### config.mk
export PLATFORM = sky130hd
export DESIGN_NAME = ble_cmd_tx
export DESIGN_NICKNAME = d
export VERILOG_FILES = /design/src/rtl/ble_tx_pkg.sv /design/src/rtl/cmd_fifo.sv /design/src/rtl/ble_cmd_tx.sv
export SDC_FILE = /design/constraint.sdc
export NUM_CORES = 1
export LEC_CHECK = 0
export CAP_MARGIN = 20
export CORE_MARGIN = 2
export CORE_UTILIZATION = 30
export CTS_CLUSTER_SIZE = 8
export DETAILED_ROUTE_END_ITERATION = 7
export HOLD_SLACK_MARGIN = 0.03
export SLEW_MARGIN = 20
export SYNTH_ARGS = -nofsm -noshare
export SYNTH_HDL_FRONTEND = slang
export SYNTH_SLANG_ARGS = --single-unit
### constraint.sdc
create_clock -name clk -period 3 [get_ports clk]
set_input_delay 0.45 -clock clk [delete_from_list [all_inputs] [get_ports clk]]
set_output_delay 0.45 -clock clk [all_outputs]
set_load 0.01 [all_outputs]
### src/rtl/ble_tx_pkg.sv
// Shared types and constants for the BLE command transmitter.
// Holds the FSM state encoding, parity modes and the default bit period.
package ble_tx_pkg;

    typedef enum logic [2:0] {
        IDLE  = 3'd0,
        START = 3'd1,
        DATA  = 3'd2,
        PAR   = 3'd3,
        STOP  = 3'd4
    } tx_state_e;

    localparam int unsigned PAR_NONE = 32'd0;
    localparam int unsigned PAR_EVEN = 32'd1;
    localparam int unsigned PAR_ODD  = 32'd2;

    localparam int unsigned BAUD_DIV_DEFAULT = 32'd2604;

    // Zero padding leaves the XOR unchanged, so any DATA_W up to 9 fits.
    function automatic logic calc_parity(input logic [8:0] data, input logic odd);
        return (^data) ^ odd;
    endfunction

endpackage

### src/rtl/cmd_fifo.sv
// Synchronous first-word-fall-through command FIFO with registered status.
// A push while full is only accepted when a pop happens on the same edge.
module cmd_fifo #(
    parameter int DATA_W = 8,
    parameter int DEPTH  = 4,
    localparam int AW    = (DEPTH > 1) ? $clog2(DEPTH) : 1,
    localparam int CW    = $clog2(DEPTH + 1)
) (
    input  logic              clk,
    input  logic              rst_n,
    input  logic              push_i,
    input  logic [DATA_W-1:0] wr_data_i,
    input  logic              pop_i,
    output logic [DATA_W-1:0] rd_data_o,
    output logic              drop_o,
    output logic              full_o,
    output logic              empty_o,
    output logic [CW-1:0]     count_o
);

    localparam logic [CW-1:0] COUNT_FULL = CW'(DEPTH);

    logic [DATA_W-1:0] mem_q [DEPTH];
    logic [AW-1:0]     wr_ptr_q, rd_ptr_q;
    logic [CW-1:0]     count_q, count_d;
    logic              full_q, empty_q;
    logic              push_ok_s, pop_ok_s;

    assign pop_ok_s  = pop_i && !empty_q;
    assign push_ok_s = push_i && (!full_q || pop_ok_s);
    assign drop_o    = push_i && full_q && !pop_ok_s;
    assign rd_data_o = mem_q[rd_ptr_q];
    assign full_o    = full_q;
    assign empty_o   = empty_q;
    assign count_o   = count_q;

    // Occupancy next-state from the qualified push/pop pair.
    always_comb begin
        count_d = count_q;
        case ({push_ok_s, pop_ok_s})
            2'b10:   count_d = count_q + 1'b1;
            2'b01:   count_d = count_q - 1'b1;
            default: count_d = count_q;
        endcase
    end

    // Pointers and registered status flags.
    always_ff @(posedge clk or negedge rst_n) begin
        if (!rst_n) begin
            wr_ptr_q <= {AW{1'b0}};
            rd_ptr_q <= {AW{1'b0}};
            count_q  <= {CW{1'b0}};
            full_q   <= 1'b0;
            empty_q  <= 1'b1;
        end else begin
            if (push_ok_s) wr_ptr_q <= wr_ptr_q + 1'b1;
            if (pop_ok_s)  rd_ptr_q <= rd_ptr_q + 1'b1;
            count_q <= count_d;
            full_q  <= (count_d == COUNT_FULL);
            empty_q <= (count_d == {CW{1'b0}});
        end
    end

    // Storage array; stale entries are unreachable once the pointers reset.
    always_ff @(posedge clk) begin
        if (push_ok_s) mem_q[wr_ptr_q] <= wr_data_i;
    end

endmodule

### src/rtl/ble_cmd_tx.sv
// FIFO-buffered UART transmitter emulating the BLE command stream.
// Frames leave back-to-back: the STOP-end pop reloads the shifter directly.
module ble_cmd_tx
    import ble_tx_pkg::*;
#(
    parameter int DATA_W    = 8,
    parameter int DEPTH     = 4,
    parameter int BAUD_DIV  = int'(BAUD_DIV_DEFAULT),
    parameter int PARITY    = int'(PAR_NONE),
    parameter int STOP_BITS = 1,
    localparam int CW       = $clog2(DEPTH + 1)
) (
    input  logic              clk,
    input  logic              rst_n,
    input  logic              wr_en,
    input  logic [DATA_W-1:0] wr_data,
    output logic              full,
    output logic              empty,
    output logic [CW-1:0]     count,
    output logic              TX,
    output logic              busy,
    output logic              tx_done,
    output logic              overflow
);

    localparam int BW = (BAUD_DIV > 1) ? $clog2(BAUD_DIV) : 1;
    localparam int NW = $clog2(DATA_W);
    localparam logic [BW-1:0] BAUD_LAST = BW'(BAUD_DIV - 1);
    localparam logic [NW-1:0] DATA_LAST = NW'(DATA_W - 1);
    localparam logic [NW-1:0] STOP_LAST = NW'(STOP_BITS - 1);
    localparam logic          ODD_MODE  = (PARITY == int'(PAR_ODD));
    localparam logic          HAS_PAR   = (PARITY != int'(PAR_NONE));

    tx_state_e         state_q;
    logic [BW-1:0]     baud_q;
    logic [NW-1:0]     bit_q;
    logic [DATA_W-1:0] shift_q;
    logic              par_q, tx_q, busy_q, done_q, ovf_q;

    logic [DATA_W-1:0] head_s;
    logic              empty_s, drop_s, baud_end_s, frame_end_s, pop_s;

    cmd_fifo #(
        .DATA_W (DATA_W),
        .DEPTH  (DEPTH)
    ) u_fifo (
        .clk       (clk),
        .rst_n     (rst_n),
        .push_i    (wr_en),
        .wr_data_i (wr_data),
        .pop_i     (pop_s),
        .rd_data_o (head_s),
        .drop_o    (drop_s),
        .full_o    (full),
        .empty_o   (empty_s),
        .count_o   (count)
    );

    assign baud_end_s  = (baud_q == BAUD_LAST);
    assign frame_end_s = (state_q == STOP) && baud_end_s && (bit_q == STOP_LAST);
    assign pop_s       = !empty_s && ((state_q == IDLE) || frame_end_s);

    assign empty    = empty_s;
    assign TX       = tx_q;
    assign busy     = busy_q;
    assign tx_done  = done_q;
    assign overflow = ovf_q;

    // Frame sequencer: baud counter, bit counter, shifter and line driver.
    always_ff @(posedge clk or negedge rst_n) begin
        if (!rst_n) begin
            state_q <= IDLE;
            baud_q  <= {BW{1'b0}};
            bit_q   <= {NW{1'b0}};
            shift_q <= {DATA_W{1'b0}};
            par_q   <= 1'b0;
            tx_q    <= 1'b1;
            busy_q  <= 1'b0;
            done_q  <= 1'b0;
            ovf_q   <= 1'b0;
        end else begin
            done_q <= 1'b0;
            ovf_q  <= drop_s;
            if (pop_s) begin
                state_q <= START;
                baud_q  <= {BW{1'b0}};
                bit_q   <= {NW{1'b0}};
                shift_q <= head_s;
                par_q   <= calc_parity(9'(head_s), ODD_MODE);
                tx_q    <= 1'b0;
                busy_q  <= 1'b1;
            end
            case (state_q)
                IDLE: begin
                    if (!pop_s) begin
                        tx_q   <= 1'b1;
                        busy_q <= 1'b0;
                    end
                end
                START: begin
                    if (baud_end_s) begin
                        state_q <= DATA;
                        baud_q  <= {BW{1'b0}};
                        tx_q    <= shift_q[0];
                    end else begin
                        baud_q <= baud_q + 1'b1;
                    end
                end
                DATA: begin
                    if (baud_end_s) begin
                        baud_q <= {BW{1'b0}};
                        if (bit_q == DATA_LAST) begin
                            bit_q   <= {NW{1'b0}};
                            state_q <= HAS_PAR ? PAR : STOP;
                            tx_q    <= HAS_PAR ? par_q : 1'b1;
                        end else begin
                            bit_q   <= bit_q + 1'b1;
                            shift_q <= shift_q >> 1;
                            tx_q    <= shift_q[1];
                        end
                    end else begin
                        baud_q <= baud_q + 1'b1;
                    end
                end
                PAR: begin
                    if (baud_end_s) begin
                        state_q <= STOP;
                        baud_q  <= {BW{1'b0}};
                        bit_q   <= {NW{1'b0}};
                        tx_q    <= 1'b1;
                    end else begin
                        baud_q <= baud_q + 1'b1;
                    end
                end
                STOP: begin
                    if (frame_end_s) begin
                        done_q <= 1'b1;
                        if (!pop_s) begin
                            state_q <= IDLE;
                            tx_q    <= 1'b1;
                            busy_q  <= 1'b0;
                        end
                    end else if (baud_end_s) begin
                        baud_q <= {BW{1'b0}};
                        bit_q  <= bit_q + 1'b1;
                    end else begin
                        baud_q <= baud_q + 1'b1;
                    end
                end
                default: begin
                    state_q <= IDLE;
                    tx_q    <= 1'b1;
                    busy_q  <= 1'b0;
                end
            endcase
        end
    end

endmodule

==> impl_metrics.tcl, run 1 <==
set metrics [dict create \
    outcome "finished clean" \
    skew_ns 0.00854 \
    synth_top_cell_by_area "edfxtp_1" \
    root_buffer "clkbuf_8" \
    swShare_pct 26.7 \
    finalSetupViolations 0 \
    clkTransAtPathRegs_ns 0.08 \
    arrival_ns 2.98 \
    crit_family "adder cells" \
    crit_type "reg2reg" \
    gp_congestion 0.791 \
    pre_cts_slack_ns 0.270 \
    max_stage_delay_ns 0.41 \
    first_pass_iters 4 \
    synth_cell_types 50 \
    grt_pass1_vias 2035 \
    rsz0062_at_grt "false" \
    port_buffers 19 \
    crit_path_end_kind "register" \
    fp.coreArea_sq_um 10800 \
    relSlewSlack_pct 41.4 \
    maxCapViolCount 0 \
    p_int_mw 1.71 \
    drt-total-wl_um 6110 \
    synth_fp_nets 270 \
    avgSynthCellArea_sq_um 13.4 \
    power.leakage_nw 1.50 \
    dp.final_hpwl_um 4140 \
    antenna_found_initial 0 \
    cp_slowest_cell "dfrtp_1" \
    power_mw 2.33 \
    synth-async-reset-ratio_pct 54.9 \
    worstMarginPinSlew_ns 0.879 \
    num_io_pins 20 \
    setup_ws_ns 0.293 \
    hold_class "in2async" \
    synth_ff_type "dfrtp_1" \
    synthCells 249 \
    viasPerCell 4.83 \
    vias 2018 \
    grt.total_usage_pct 11.4 \
    numCtsBuffers 9 \
    worst-path-buf-inv 2 \
    yosysWarnings 0 \
    path_max_fanout 7 \
    fmax_mhz 369 \
    drt_iter0_markers 104 \
    finalHoldViolCount 0 \
    antenna_left 0 \
    cts_tree "done" \
    clkPwrFrac_pct 33.9 \
    drive_gt1_share_pct 18.3 \
    rows 38 \
    synthTopCellsByArea "edfxtp_1 (29%), dfrtp_1 (28%), mux4_2 (5.4%)" \
    layout_min_cycle_time_ns 2.71 \
    grt_pass1_wl_um 10300 \
    nets 294 \
    syn_to_final_growth_pct 15.9 \
    path_cells "ha_1 > and4bb_4 > nand4_2 > a21oi_4 > o21a_2 > inv_1 > ha_1 > inv_1 > fa_1 > xor2_1 > nor2_1 > xor2_1 > nor2b_1" \
    htreeDepth 3 \
    die_area_sq_um 12000 \
    final_util_pct 35.6 \
    synth_edf_count 32 \
    required_ns 3.28 \
    overflow 0 \
    power.density_nw_per_um2 604 \
    irDropWorstVdd_mv 0.327 \
    clock_sinks 71 \
    start_kind "register" \
    maxSlewViolCount 0 \
    grt_max_degree 40 \
    p_seq_share_pct 51.8 \
    p_sw_mw 0.623 \
    die_y_um 109 \
    die_width_um 109 \
    diodes 0 \
    drc_errors 0 \
    min_period_over_period_pct 90.2 \
    wl_per_cell_um 14.6 \
    synth_top_area_share_pct 28.9 \
    start_util_pct 30.7 \
    ctsHoldBuffers 0 \
    tns_ns 0 \
    ys_ff_latch 71 \
    ys_seq_area_share_pct 58.2 \
    clkLatencyLatePin_ns 0.35 \
    syn-cell-area_sq_um 3330 \
    cts_buffer_depth 2 \
    p_comb_share_pct 14.3 \
]
[flip-flops by register name, indices dropped and copies added (netlist names)]
name / count
TX: 1
baud_q: 12
bit_q: 3
busy: 1
overflow: 1
shift_q: 8
state_q: 3
tx_done: 1
u_fifo.count_o: 3
u_fifo.empty_o: 1
u_fifo.full_o: 1
u_fifo.mem_q: 32
u_fifo.rd_ptr_q: 2
u_fifo.wr_ptr_q: 2
[cell usage in the layout, fill, tap and decap left out, types with 3 or more instances in the layout]
cell,count
a21o_1,4
a21oi_1,9
a22o_1,3
a31oi_1,4
and2_1,5
and3_1,4
clkbuf_8,9
clkdlybuf4s50_1,18
dfrtp_1,37
edfxtp_1,32
ha_1,9
inv_1,14
inv_6,3
mux2_1,5
mux2_2,11
mux2i_1,3
mux4_2,8
nand2_1,13
nand3_1,7
nor2_1,10
nor2b_1,4
nor3_1,4
o21ai_0,12
or3_1,3
xnor2_1,7
xor2_1,3
[synth_stat cells (2+ instances only)]
| master | count |
|---|---|
| dfrtp_1 | 37 |
| edfxtp_1 | 32 |
| inv_1 | 14 |
| nand2_1 | 13 |
| o21ai_0 | 12 |
| mux2_2 | 11 |
| nor2_1 | 10 |
| a21oi_1 | 9 |
| ha_1 | 9 |
| mux4_2 | 8 |
| nand3_1 | 7 |
| xnor2_1 | 7 |
| and2_1 | 5 |
| mux2_1 | 5 |
| nor2b_1 | 5 |
| a21o_1 | 4 |
| a31oi_1 | 4 |
| and3_1 | 4 |
| nor3_1 | 4 |
| a22o_1 | 3 |
| buf_2 | 3 |
| mux2i_1 | 3 |
| or3_1 | 3 |
| xor2_1 | 3 |
| a31o_2 | 2 |
| buf_6 | 2 |
| dfstp_2 | 2 |
| nand3b_1 | 2 |
| nand4_1 | 2 |
| nor2_2 | 2 |
| nor3b_1 | 2 |
| o31ai_1 | 2 |
[power groups by stage]
stage | Combinational (mW) | Clock, mW | Sequential, mW
floorplan | 0.185 | 0 | 1.23
global placement | 0.328 | 0 | 1.23
detailed placement | 0.341 | 0 | 1.23
CTS | 0.342 | 0.816 | 1.21
global route | 0.382 | 0.862 | 1.22
finish | 0.334 | 0.790 | 1.21
[layout make-up]
type                    instances  area (sq um)
well taps                     140           175
multi-input cells             156          1290
clock buffers                   9           124
repair buffers                 21           200
fillers                      1078          6980
inverters                      14          52.6
clock inverters                 7          78.8
flip-flops and latches         71          1940
[stage by stage]
stage / instance area [sq um] / hold slack, ns / std cells
2_1_floorplan: 3330 / 0.154 / 249
4_1_cts: 3860 / 0.251 / 418
6_report: 3860 / 0.217 / 418
3_5_place_dp: 3660 / 0.479 / 402
3_3_place_gp: 3660 / 0.473 / 402
5_1_grt: 3860 / 0.293 / 418
[layer usage]
layer  global-route usage, %  share of wire [%]  routed length (um)
met1                    14.5                 47                2840
met2                    18.5                 49                2970
met3                    3.62                3.8                 231
met4                    3.53                1.0                  61
met5                       0                  0                   0
[final timing paths]
kind	startpoint	endpoint	slack, ns	depth (start not counted)
max	baud_q[0]	u_fifo.full_o	0.29	13
min	rst_n	baud_q[7]	0.22	1
max reg2reg	baud_q[0]	u_fifo.full_o	0.29	13
min reg2reg	shift_q[5]	shift_q[4]	0.49	1
max in group asynchronous	rst_n	u_fifo.full_o	2.23	1
min in group clk	shift_q[5]	shift_q[4]	0.49	1
[timing repair]
item                                    4_1_cts  5_1_grt
buffers inserted                              0        0
resized for setup                             0        1
endpoints found under the setup margin        0        1
[cell families (layout without fill, tap and decap cells)]
family          after synthesis  count (layout)  share of synthesized area, %
compound gates               42              42                          8.45
xor+xnor                     10              10                          2.63
fa+ha+maj                    10              10                          3.98
buf+inv                      22              51                          3.08
flops                        71              71                          58.2
mux                          27              27                          11.7
simple gates                 67              67                          11.9
(Power assumes the default switching activity.)
==> run 2: changes to the inputs <==
CORE_ASPECT_RATIO = 1.5   (was not set)
==> run 2 against run 1 <==
  * Setup slack worse by 0.0055 ns
  * Largest cell class unchanged
  * Count of clock-buffer cells in the layout unchanged
  * Clock skew fell by 0.0016 ns
  * Combinational power fell by 1%
  * Cell area grew 3.4%
  * Flip-flop and latch count did not move
  * Clock power is 35% higher
  * Die area rose by 0.15%
  * Sequential share of layout area fell by 1.7 points
  * Cell count increased by 2.4%
  * Largest power group unchanged
  * First-iteration DRC count down 24%
  * Wire length shrank 1.7%
==> impl_metrics.tcl, run 2 (synthesis results as in run 1) <==
set metrics [dict create \
    diodes 0 \
    regMostFlops "u_fifo.mem_q" \
    viasPerCell 4.67 \
    ctsResizeCount 0 \
    start_util_pct 30.5 \
    min_period_over_period_pct 90.4 \
    ctsHoldBuffers 0 \
    place_area_sq_um 3690 \
    skew_ns 0.00694 \
    wl_per_cell_um 14.0 \
    die_area_sq_um 12000 \
    power_mw 2.61 \
    vias 1997 \
    tns_ns 0 \
    grt_pass1_vias 2188 \
    finalHoldViolCount 0 \
    crit_path_end_kind "register" \
    power.density_nw_per_um2 653 \
    layout_min_cycle_time_ns 2.71 \
    drt-total-wl_um 6010 \
    postLayoutCellArea_sq_um 3990 \
    syn_to_final_growth_pct 19.9 \
    clkTransAtPathRegs_ns 0.06 \
    largest_reg_flops 32 \
    overflow 0 \
    final_util_pct 36.5 \
    worstMarginPinSlew_ns 0.901 \
    hold_class "in2async" \
    grt_pass1_wl_um 10400 \
    die_width_um 90.0 \
    path_cells "ha_1 > and4bb_4 > nand4_2 > a21oi_4 > o21a_2 > inv_1 > ha_1 > inv_1 > fa_1 > xor2_1 > nor2_1 > xor2_1 > nor2b_1" \
    maxSlewViolCount 0 \
    nets 297 \
    power.leakage_nw 1.55 \
    cp_slowest_cell "dfrtp_1" \
    clock_sinks 71 \
    cts_setup_buffers 0 \
    port_buffers 19 \
    rows 47 \
    hold_slack_ns 0.240 \
    grt.total_usage_pct 11.0 \
    drive_gt1_share_pct 19.2 \
    start_kind "register" \
    die_y_um 133 \
    arrival_ns 2.98 \
    path_max_fanout 7 \
    irDropWorstVdd_mv 0.499 \
    dp.final_hpwl_um 4460 \
    rsz0062_at_grt "false" \
    maxCapViolCount 0 \
    final_cell_mix "dfrtp_1 (37), edfxtp_1 (32), clkdlybuf4s50_1 (18), inv_1 (14), nand2_1 (13)" \
    grt_max_degree 40 \
    layout_commonest_cell "dfrtp_1" \
    fp.coreArea_sq_um 10900 \
    outcome "finished clean" \
    finalSetupViolations 0 \
    numCtsBuffers 9 \
    first_pass_iters 3 \
    gp_congestion 0.775 \
    fmax_mhz 369 \
    antenna_found_initial 0 \
    cts_tree "done" \
    clkLatencyLatePin_ns 0.33 \
    cts_buffer_depth 2 \
    drc_errors 0 \
    drt_iter0_markers 79 \
    crit_type "reg2reg" \
    root_buffer "clkbuf_16" \
    antenna_left 0 \
    top_regs "u_fifo.mem_q: 32 flops, baud_q: 12 flops, shift_q: 8 flops" \
    required_ns 3.26 \
    htreeDepth 3 \
    num_io_pins 20 \
    max_stage_delay_ns 0.41 \
    relSlewSlack_pct 39.9 \
]
==> run 2: routing by layer <==
metal | wire (um) | global-route usage, % | vias up
li1 | - | - | 971
met1 | 2340 | 11.2 | 988
met2 | 3340 | 20.1 | 24
met3 | 163 | 2.62 | 14
met4 | 166 | 6.32 | 0
met5 | 0 | 0 | -
==> run 2: through the flow <==
stage,cells,worst slack [ns]
2_1_floorplan,249,0.378
3_3_place_gp,412,0.351
3_5_place_dp,412,0.253
4_1_cts,428,0.259
5_1_grt,428,0.0554
6_report,428,0.288
==> run 2: cell type report <==
class                   count  area [sq um]
fillers                  1091          6950
clock buffers               9           225
flip-flops and latches     71          1940
multi-input cells         156          1290
inverters                  14          52.6
well taps                 147           184
clock inverters             7          80.1
repair buffers             24           223
==> run 2: final timing paths <==
path / cells after the start / slack (ns) / endpoint / start
hold reg to reg: 1 / 0.49 / shift_q[4] / shift_q[5]
setup reg to reg: 13 / 0.29 / u_fifo.full_o / baud_q[0]
hold / removal: 1 / 0.24 / u_fifo.rd_ptr_q[0] / rst_n
min in group clk: 1 / 0.49 / shift_q[4] / shift_q[5]
setup / recovery: 13 / 0.29 / u_fifo.full_o / baud_q[0]
max in group asynchronous: 1 / 2.19 / tx_done / rst_n
==> run 2: power by group <==
part | switching (mW) | internal (mW) | total [mW]
clock | 0.418 | 0.653 | 1.07
combinational | 0.171 | 0.158 | 0.329
sequential | 0.0489 | 1.16 | 1.21
total | 0.638 | 1.97 | 2.61
==> run 2: critical path: cells and delay by family, from the launching register on <==
| kind | cells | cell delay [ns] |
|---|---|---|
| AO/OA/AOI/OAI | 2 | 0.32 |
| adder cells (fa/ha/maj) | 3 | 0.80 |
| flip-flops | 1 | 0.41 |
| AND/OR/NAND/NOR | 4 | 0.62 |
| XOR/XNOR | 2 | 0.37 |
| buffers and inverters | 2 | 0.12 |
